<file path="config.mk">
export PLATFORM = sky130hd
export DESIGN_NAME = branch_predictor
export DESIGN_NICKNAME = d
export VERILOG_FILES = /design/src/rtl/branch_predictor.sv
export SDC_FILE = /design/constraint.sdc
export NUM_CORES = 2
export LEC_CHECK = 0
export ABC_CLOCK_PERIOD_IN_PS = 21400
export BUFFER_PORTS_ARGS = -buffer_cell sky130_fd_sc_hd__buf_4
export CAP_MARGIN = 20
export CORE_AREA = 2 2 572 574
export CTS_BUF_LIST = sky130_fd_sc_hd__clkbuf_8
export CTS_CLUSTER_SIZE = 24
export DETAILED_ROUTE_END_ITERATION = 7
export DIE_AREA = 0 0 574 576
export PLACE_DENSITY = 0.72
export SLEW_MARGIN = 20
export SYNTH_ARGS = -nofsm -noshare
export SYNTH_HDL_FRONTEND = slang
export SYNTH_SLANG_ARGS = --single-unit
</file>
<file path="constraint.sdc">
create_clock -name clk -period 21.4 [get_ports clk]
set_input_delay 4.28 -clock clk [delete_from_list [all_inputs] [get_ports clk]]
set_output_delay 4.28 -clock clk [all_outputs]
set_load 0.02 [all_outputs]
</file>
<file path="src/rtl/branch_predictor.sv">
// ---------------------------------------------------------------------------
// branch_predictor
//
// Fetch-stage dynamic branch predictor: a direct-mapped branch target buffer
// whose entries carry a 2-bit saturating direction counter. Fetch looks up a
// predicted next PC combinationally every cycle. Execute reports each
// resolved conditional branch back; the block trains the table on the
// following edge and flags a mispredict (with the corrected PC) in the same
// cycle the resolution is presented.
//
// Ports:
//   clk                 clock, all state changes on the rising edge
//   rst                 synchronous active-high reset
//   fetch_pc            PC being fetched this cycle
//   predict_taken       fetch_pc is predicted taken
//   predict_target      predicted next PC (stored target or fetch_pc+4)
//   update_valid        execute stage holds a resolved conditional branch
//   update_pc           PC of the resolving branch
//   update_taken        resolved direction
//   update_target       computed branch target
//   update_pred_taken   predict_taken piped from fetch with this branch
//   update_pred_target  predict_target piped from fetch with this branch
//   mispredict          prediction was wrong, flush younger instructions
//   redirect_pc         correct next PC for the flush
// ---------------------------------------------------------------------------
module branch_predictor #(
  parameter int INDEX_BITS = 6,
  parameter int XLEN       = 32
) (
  input  logic            clk,
  input  logic            rst,
  input  logic [XLEN-1:0] fetch_pc,
  output logic            predict_taken,
  output logic [XLEN-1:0] predict_target,
  input  logic            update_valid,
  input  logic [XLEN-1:0] update_pc,
  input  logic            update_taken,
  input  logic [XLEN-1:0] update_target,
  input  logic            update_pred_taken,
  input  logic [XLEN-1:0] update_pred_target,
  output logic            mispredict,
  output logic [XLEN-1:0] redirect_pc
);

  localparam int ENTRIES  = 1 << INDEX_BITS;
  localparam int TAG_BITS = XLEN - INDEX_BITS - 2;

  // Table storage. Only valid and the counters are reset; tag and target are
  // meaningless while valid is clear, so they are left unreset.
  logic                valid_q  [ENTRIES];
  logic [TAG_BITS-1:0] tag_q    [ENTRIES];
  logic [XLEN-1:0]     target_q [ENTRIES];
  logic [1:0]          ctr_q    [ENTRIES];

  logic [INDEX_BITS-1:0] fetch_idx;
  logic [TAG_BITS-1:0]   fetch_tag;
  logic                  fetch_hit;

  logic [INDEX_BITS-1:0] upd_idx;
  logic [TAG_BITS-1:0]   upd_tag;
  logic                  upd_hit;
  logic [1:0]            ctr_next;
  logic                  upd_en;

  // Word-aligned PCs: bits [1:0] never take part in index or tag.
  assign fetch_idx = fetch_pc[INDEX_BITS+1:2];
  assign fetch_tag = fetch_pc[XLEN-1:INDEX_BITS+2];
  assign upd_idx   = update_pc[INDEX_BITS+1:2];
  assign upd_tag   = update_pc[XLEN-1:INDEX_BITS+2];

  assign upd_en = update_valid & ~rst;

  // Lookup reads the registered table directly, so a same-cycle update to the
  // same index is not visible until the next cycle.
  always_comb begin
    fetch_hit      = valid_q[fetch_idx] && (tag_q[fetch_idx] == fetch_tag);
    predict_taken  = fetch_hit & ctr_q[fetch_idx][1];
    predict_target = predict_taken ? target_q[fetch_idx] : fetch_pc + XLEN'(4);
  end

  // Saturating counter step for the entry being trained.
  always_comb begin
    upd_hit  = valid_q[upd_idx] && (tag_q[upd_idx] == upd_tag);
    ctr_next = ctr_q[upd_idx];
    if (update_taken) begin
      if (ctr_q[upd_idx] != 2'b11) ctr_next = ctr_q[upd_idx] + 2'd1;
    end else begin
      if (ctr_q[upd_idx] != 2'b00) ctr_next = ctr_q[upd_idx] - 2'd1;
    end
  end

  // A wrong direction, or a taken branch whose target moved, both need a
  // flush. The resolved next PC is driven unconditionally.
  always_comb begin
    mispredict  = upd_en &
                  ((update_taken != update_pred_taken) |
                   (update_taken & (update_pred_target != update_target)));
    redirect_pc = update_taken ? update_target : update_pc + XLEN'(4);
  end

  // Valid bits and counters. Reset starts every counter at weak-not-taken.
  // A miss only allocates on a taken outcome, which also evicts any alias.
  always_ff @(posedge clk) begin
    if (rst) begin
      for (int i = 0; i < ENTRIES; i++) begin
        valid_q[i] <= 1'b0;
        ctr_q[i]   <= 2'b01;
      end
    end else if (upd_en) begin
      if (upd_hit) begin
        ctr_q[upd_idx] <= ctr_next;
      end else if (update_taken) begin
        valid_q[upd_idx] <= 1'b1;
        ctr_q[upd_idx]   <= 2'b10;
      end
    end
  end

  // Tags and targets. A hit only refreshes the target on a taken outcome so a
  // not-taken resolution never clobbers a good target.
  always_ff @(posedge clk) begin
    if (!rst && update_valid) begin
      if (upd_hit) begin
        if (update_taken) target_q[upd_idx] <= update_target;
      end else if (update_taken) begin
        tag_q[upd_idx]    <= upd_tag;
        target_q[upd_idx] <= update_target;
      end
    end
  end

endmodule

</file>
# Word level (Yosys, flattened, before mapping)
# Memories as Yosys holds them, arrays and structs flattened.
# Index checks and enable logic that the tools add are counted.
dict set report totals {
  mem_bits_rw 3776
  romBits 0
  ff_bits 0
  wordCells 57
  memories 4
  out_inout_bits 66
  in_bits 133
  latch_bits 0
}
dict set report op_classes {
  add_sub_neg 4
  n_mux 29
  n_reduce_logical 7
  n_eq_ne 5
  div 0
  order_cmp 0
  n_shift 0
  mul 0
  n_bitwise 8
}
# name words width read_ports rd_ports_with_merged_regs write_ports line_no
set mem_list {}
lappend mem_list {target_q 64 32 1 0 1 52} ;# logic [XLEN-1:0] target_q [ENTRIES];
lappend mem_list {tag_q 64 24 2 0 1 51} ;# logic [TAG_BITS-1:0] tag_q [ENTRIES];
lappend mem_list {ctr_q 64 2 2 0 64 53} ;# logic [1:0] ctr_q [ENTRIES];
lappend mem_list {valid_q 64 1 2 0 64 50} ;# logic valid_q [ENTRIES];
# op count
set op_table {}
lappend op_table {{$mux W32} 3}
lappend op_table {{$add A32 B3 Y32 const B} 2}
lappend op_table {{$eq A24 B24 Y1} 2}
lappend op_table {{$ne A32 B32 Y1} 1}
lappend op_table {{$mux W1} 19}
lappend op_table {{$mux W6} 2}
lappend op_table {{$mux W2} 5}
lappend op_table {{$and A1 B1 Y1} 4}
lappend op_table {{$logic_and A1 B1 Y1} 3}
lappend op_table {{$or A1 B1 Y1} 3}
lappend op_table {{$add A2 B1 Y2 const B} 1}
lappend op_table {{$ne A2 B2 Y1 const B} 1}
lappend op_table {{$reduce_bool A2 Y1} 1}
lappend op_table {{$reduce_or A2 Y1} 1}
lappend op_table {{$sub A2 B1 Y2 const B} 1}
lappend op_table {{$logic_not A1 Y1} 1}
lappend op_table {{$ne A1 B1 Y1} 1}
lappend op_table {{$not A1 Y1} 1}
lappend op_table {{$reduce_or A1 Y1} 1}

# Logic depth before layout (Yosys ltp)
# An unclocked memory read counts as a cell.
dict set report depth {
  ltp_word 10
  depth_mapped 21
  ltp_nobuf 11
}

# Least setup slack after synthesis
# OpenSTA, ideal clock, no wires.
dict set report synth_path {
  path_kind {in2out}
  from {input fetch_pc[2]}
  to {output predict_target[10]}
  setup_slack_ns 8.714
  n_path_buf 9
  t_arrival_ns 8.406
  stages 13
  cell_sequence {buf_2 > buf_4 > buf_4 > buf_2 > buf_4 > buf_4 > buf_2 > clkbuf_1 > buf_1 > mux4_2 > mux4_2 > mux4_2 > mux2_2}
}
dict set report synth_between {
  elab_chain_cells 5
}
# item line_no
set synth_rtl {}
lappend synth_rtl {{start: declaration} 32} ;# input logic [XLEN-1:0] fetch_pc,
lappend synth_rtl {{$mem_v2 Z64 W24} n/a}
lappend synth_rtl {{$eq A24 B24 Y1} 76} ;# fetch_hit = valid_q[fetch_idx] && (tag_q[fetch_idx] == fetch_tag);
lappend synth_rtl {{$logic_and A1 B1 Y1} 76}
lappend synth_rtl {{$and A1 B1 Y1} 77} ;# predict_taken = fetch_hit & ctr_q[fetch_idx][1];
lappend synth_rtl {{$mux W32 *} 78} ;# predict_target = predict_taken ? target_q[fetch_idx] : fetch_pc + XLEN'(4);
lappend synth_rtl {{end: declaration} 34} ;# output logic [XLEN-1:0] predict_target,
# Every way passes the cells marked *; elsewhere a longest branch is shown, timed or not.

# Worst setup path after layout
dict set report layout_path {
  from {input fetch_pc[2]}
  to {output predict_target[19]}
}
# The elaborated chain is that of the path after synthesis.

==> summary.txt <==
Maximum frequency from static timing analysis: 66.7 MHz
Final wirelength: 563,000 um
DRC violation count after routing: 3
Worst R2R Start: tag_q[3][5]
Sum of met3 wire segment lengths after detailed routing: 91,100 um
Post-layout minimum cycle time: 14.99 ns
Largest voltage drop on the vdd net: 0.0000521 V
Grt total ovfl: 0
Library cell used as clock root buffer: sky130_fd_sc_hd__clkbuf_8
Nature of the critical path startpoint: input pin
Tot GR Track Use: 33.4%
Synthesized area per cell: 19.8 um2
Failing checks: design-rule violations
Area of the mapped netlist: 162,000 um2
Most numerous cell on the critical path: sky130_fd_sc_hd__buf_4
Gp weighted congestion: 0.991
Worst-case clock buffer depth: 4
Wire length of the first global-routing pass: 761,000 um
Footprint of the multi-input gates: 47,000 um2
Die outline width: 574 um
Max transition margin: 9.40%
Number of non-filler instances in the completed layout: 13,500
Critical path data arrival time: 10.71 ns
Maximum capacitance violations: 0
Final setup fails: 0
Detailed-route vias per instance: 7.30
Critical Path End Type: output pin
Worst-path cell chain: buf_16, buf_4, buf_4, buf_12, mux4_2, mux4_2, mux2i_1, xor2_1, a21oi_1, nor4_1, nand4bb_2, buf_4, mux2_2, buf_4
Net count after synthesis: 8,306
Die footprint: 331,000 um2
Cts bufs inserted: 594
Critical hold path startpoint: valid_q[6]
Status: complete, but fails checks
CP Launch Point: fetch_pc[2]
Count of boundary I/O pins: 199
PwrDens: 83.4 nW/um2
Total via count after detailed routing: 98,700
Amount of wire on met2 after detailed routing: 245,000 um
Crit Path Category: in -> out
Maximum fanout along the worst path: 94
Post-cts sizing count: 0
Insertion delay to the later sink of the worst-skew pair: 1.09 ns
Number of warning messages in the yosys log: 0
Final net count: 8,809
Routed Antenna Nets: 0
Site Rows: 210
Met1 Routed Length: 180,000 um
Number of global-route vias before repair: 94,200
Antenna violations before repair: 54
Core box area: 325,000 um2
Placed instance count: 12,400
Share of flip-flops with an asynchronous set or reset after synthesis: 0%
Pin count of the biggest net entering global routing: 111
TritonCTS clock tree: done
Peak per-stage delay on the critical path: 0.84 ns
Max-slew violation count: 0
Period utilization: 70.0%
Maximum level of the CTS H-tree: 6
Slowest library cell on the worst path: sky130_fd_sc_hd__buf_4
TritonRoute pass-1 iters: 8
#FFs+latches synth: 3,776
# port buffers: 198
Initial DRC Count: 20,300
Cell leakage power: 57.4 nW
Layout Area Growth over Synthesis: 11.5%
Required time at the worst-slack endpoint: 17.12 ns
Hold Vio Cnt, Final: 0
Number of distinct standard cells referenced by the synthesized netlist: 90
Worst-case clock skew: 0.0765 ns
Slew at the pin closest to its max-slew limit: 1.35 ns
Top layer used by detailed routing: met5
Sequential cell area fraction in the yosys report: 69.8%
Dominant synthesized flop cell: sky130_fd_sc_hd__edfxtp_1
Vert. Die Dim: 576 um
Number of inserted filler cells in the final layout: 24,300
Count of clock tree sinks: 3,776
Initial core utilization: 49.7%
Sequential Area: 113,000 um2
Post-Syn Instances: 8,171
Hold-fix buffers, CTS: 0
Post-CTS repair timing setup buffer count: 0
Routed len/inst: 41.6 um
Worst hold path class: reg -> reg
RSZ-0062 raised after global routing: no
Half-perimeter wire length after detailed placement: 316,000 um
Count of flip-flops with a built-in enable after synthesis: 3,712
Share of layout cells above drive strength 1: 31.4%
Clock-pin transition on the worst setup and hold timing paths: 0.06 ns
Fin Setup TNS: 0 ns
[worst paths after layout]
kind,endpoint,slack [ns],cells after the start
worst max register to register,tag_q[57][13],14.02,13
worst max-delay path,predict_target[19],6.41,14
worst min-delay path,valid_q[6],0.48,1
worst min register to register,valid_q[6],0.48,1
[power breakdown]
part / switching, mW / leakage (nW) / total [mW] / internal, mW
Combinational: 0.766 / 17.2 / 1.17 / 0.402
Sequential: 0.0109 / 34.0 / 8.16 / 8.15
Clock: 2.87 / 6.16 / 5.72 / 2.85
[stage by stage]
step	power [mW]	utilization, %	setup slack (ns)	hold slack [ns]	area [um2]
CTS	15.0	55.4	6.23	0.472	180000
global placement	9.42	52.1	6.19	0.445	169000
detailed placement	9.43	52.1	6.25	0.458	169000
finish	15.0	55.4	6.41	0.476	180000
floorplan	8.93	-	8.71	0.435	162000
global route	15.4	55.4	6.00	0.489	180000
[sequential cells by signal, indices dropped and copies added, names as in the netlist]
name,cells
tag_q,1536
ctr_q,128
target_q,2048
valid_q,64
[cell usage after synthesis, types with 29 or more instances]
cell / n / area (um2)
sky130_fd_sc_hd__a221o_1: 37 / 370
sky130_fd_sc_hd__a221oi_1: 153 / 1340
sky130_fd_sc_hd__mux2i_1: 290 / 2900
sky130_fd_sc_hd__mux4_2: 1274 / 28700
sky130_fd_sc_hd__edfxtp_1: 3712 / 111000
sky130_fd_sc_hd__o21ai_0: 172 / 861
sky130_fd_sc_hd__a21o_1: 59 / 443
sky130_fd_sc_hd__buf_2: 151 / 756
sky130_fd_sc_hd__a211oi_1: 29 / 218
sky130_fd_sc_hd__xor2_1: 70 / 613
sky130_fd_sc_hd__a31oi_1: 32 / 200
sky130_fd_sc_hd__xnor2_1: 64 / 561
sky130_fd_sc_hd__a22oi_1: 159 / 1190
sky130_fd_sc_hd__o22ai_1: 65 / 407
sky130_fd_sc_hd__dfxtp_1: 64 / 1280
sky130_fd_sc_hd__nor3_1: 136 / 681
sky130_fd_sc_hd__clkbuf_1: 315 / 1180
sky130_fd_sc_hd__nand3_1: 135 / 676
sky130_fd_sc_hd__nor2_1: 149 / 559
sky130_fd_sc_hd__buf_1: 92 / 345
sky130_fd_sc_hd__nand2_1: 311 / 1170
sky130_fd_sc_hd__mux2_2: 125 / 1410
sky130_fd_sc_hd__buf_4: 45 / 338
sky130_fd_sc_hd__a21oi_1: 88 / 440
sky130_fd_sc_hd__a22o_1: 41 / 359
sky130_fd_sc_hd__nand4_1: 34 / 213
[layout make-up]
cell class                 count  share of cell area [%]
tap                         4346                    3.02
clock inverter               436                    1.28
antenna                       40                  0.0555
timing repair buffer         533                    2.31
multi-input combinational   3755                    26.1
inverter                      14                  0.0340
clock buffer                 613                    4.68
sequential                  3776                    62.5
[worst max-delay path: cells and delay by family]
kind,cells,cell delay [ns]
AO/OA/AOI/OAI,1,0.10
XOR/XNOR,1,0.28
buffers and inverters,6,3.15
multiplexers,4,1.78
AND/OR/NAND/NOR,2,0.86
[placed cells by master, fill, tap and decap left out, drive strengths merged, types with 34 or more instances in the layout]
| master | Yosys | final |
|---|---|---|
| o21ai | 175 | 175 |
| mux2i | 290 | 290 |
| inv | 13 | 219 |
| xnor2 | 64 | 64 |
| dfxtp | 64 | 64 |
| a21o | 59 | 59 |
| nor3 | 143 | 143 |
| a22o | 41 | 41 |
| clkinv | 1 | 198 |
| nand2 | 311 | 311 |
| buf | 311 | 533 |
| a221o | 37 | 37 |
| mux2 | 133 | 133 |
| a22oi | 159 | 159 |
| nand4 | 34 | 34 |
| a21oi | 88 | 88 |
| diode | 0 | 40 |
| nand3 | 135 | 135 |
| edfxtp | 3712 | 3712 |
| o22ai | 65 | 65 |
| clkbuf | 315 | 613 |
| xor2 | 70 | 70 |
| nor2 | 151 | 151 |
| mux4 | 1274 | 1274 |
| a221oi | 153 | 153 |
[kinds of logic after synthesis]
kind of cell / count (synthesis) / share of synthesized area, %
XOR/XNOR: 134 / 0.726
adder cells (fa/ha/maj): 2 / 0.0155
flip-flops: 3776 / 69.8
buffers and inverters: 640 / 1.81
multiplexers: 1697 / 20.5
AND/OR/NAND/NOR: 958 / 2.90
AO/OA/AOI/OAI: 964 / 4.32
[per-layer routing]
layer	vias up	global-route usage, %
met5	-	0
met4	34	22.1
met3	2222	11.6
met2	9865	48.8
met1	50700	42.5
li1	35900	-
Power figures use the tool's default switching activity.
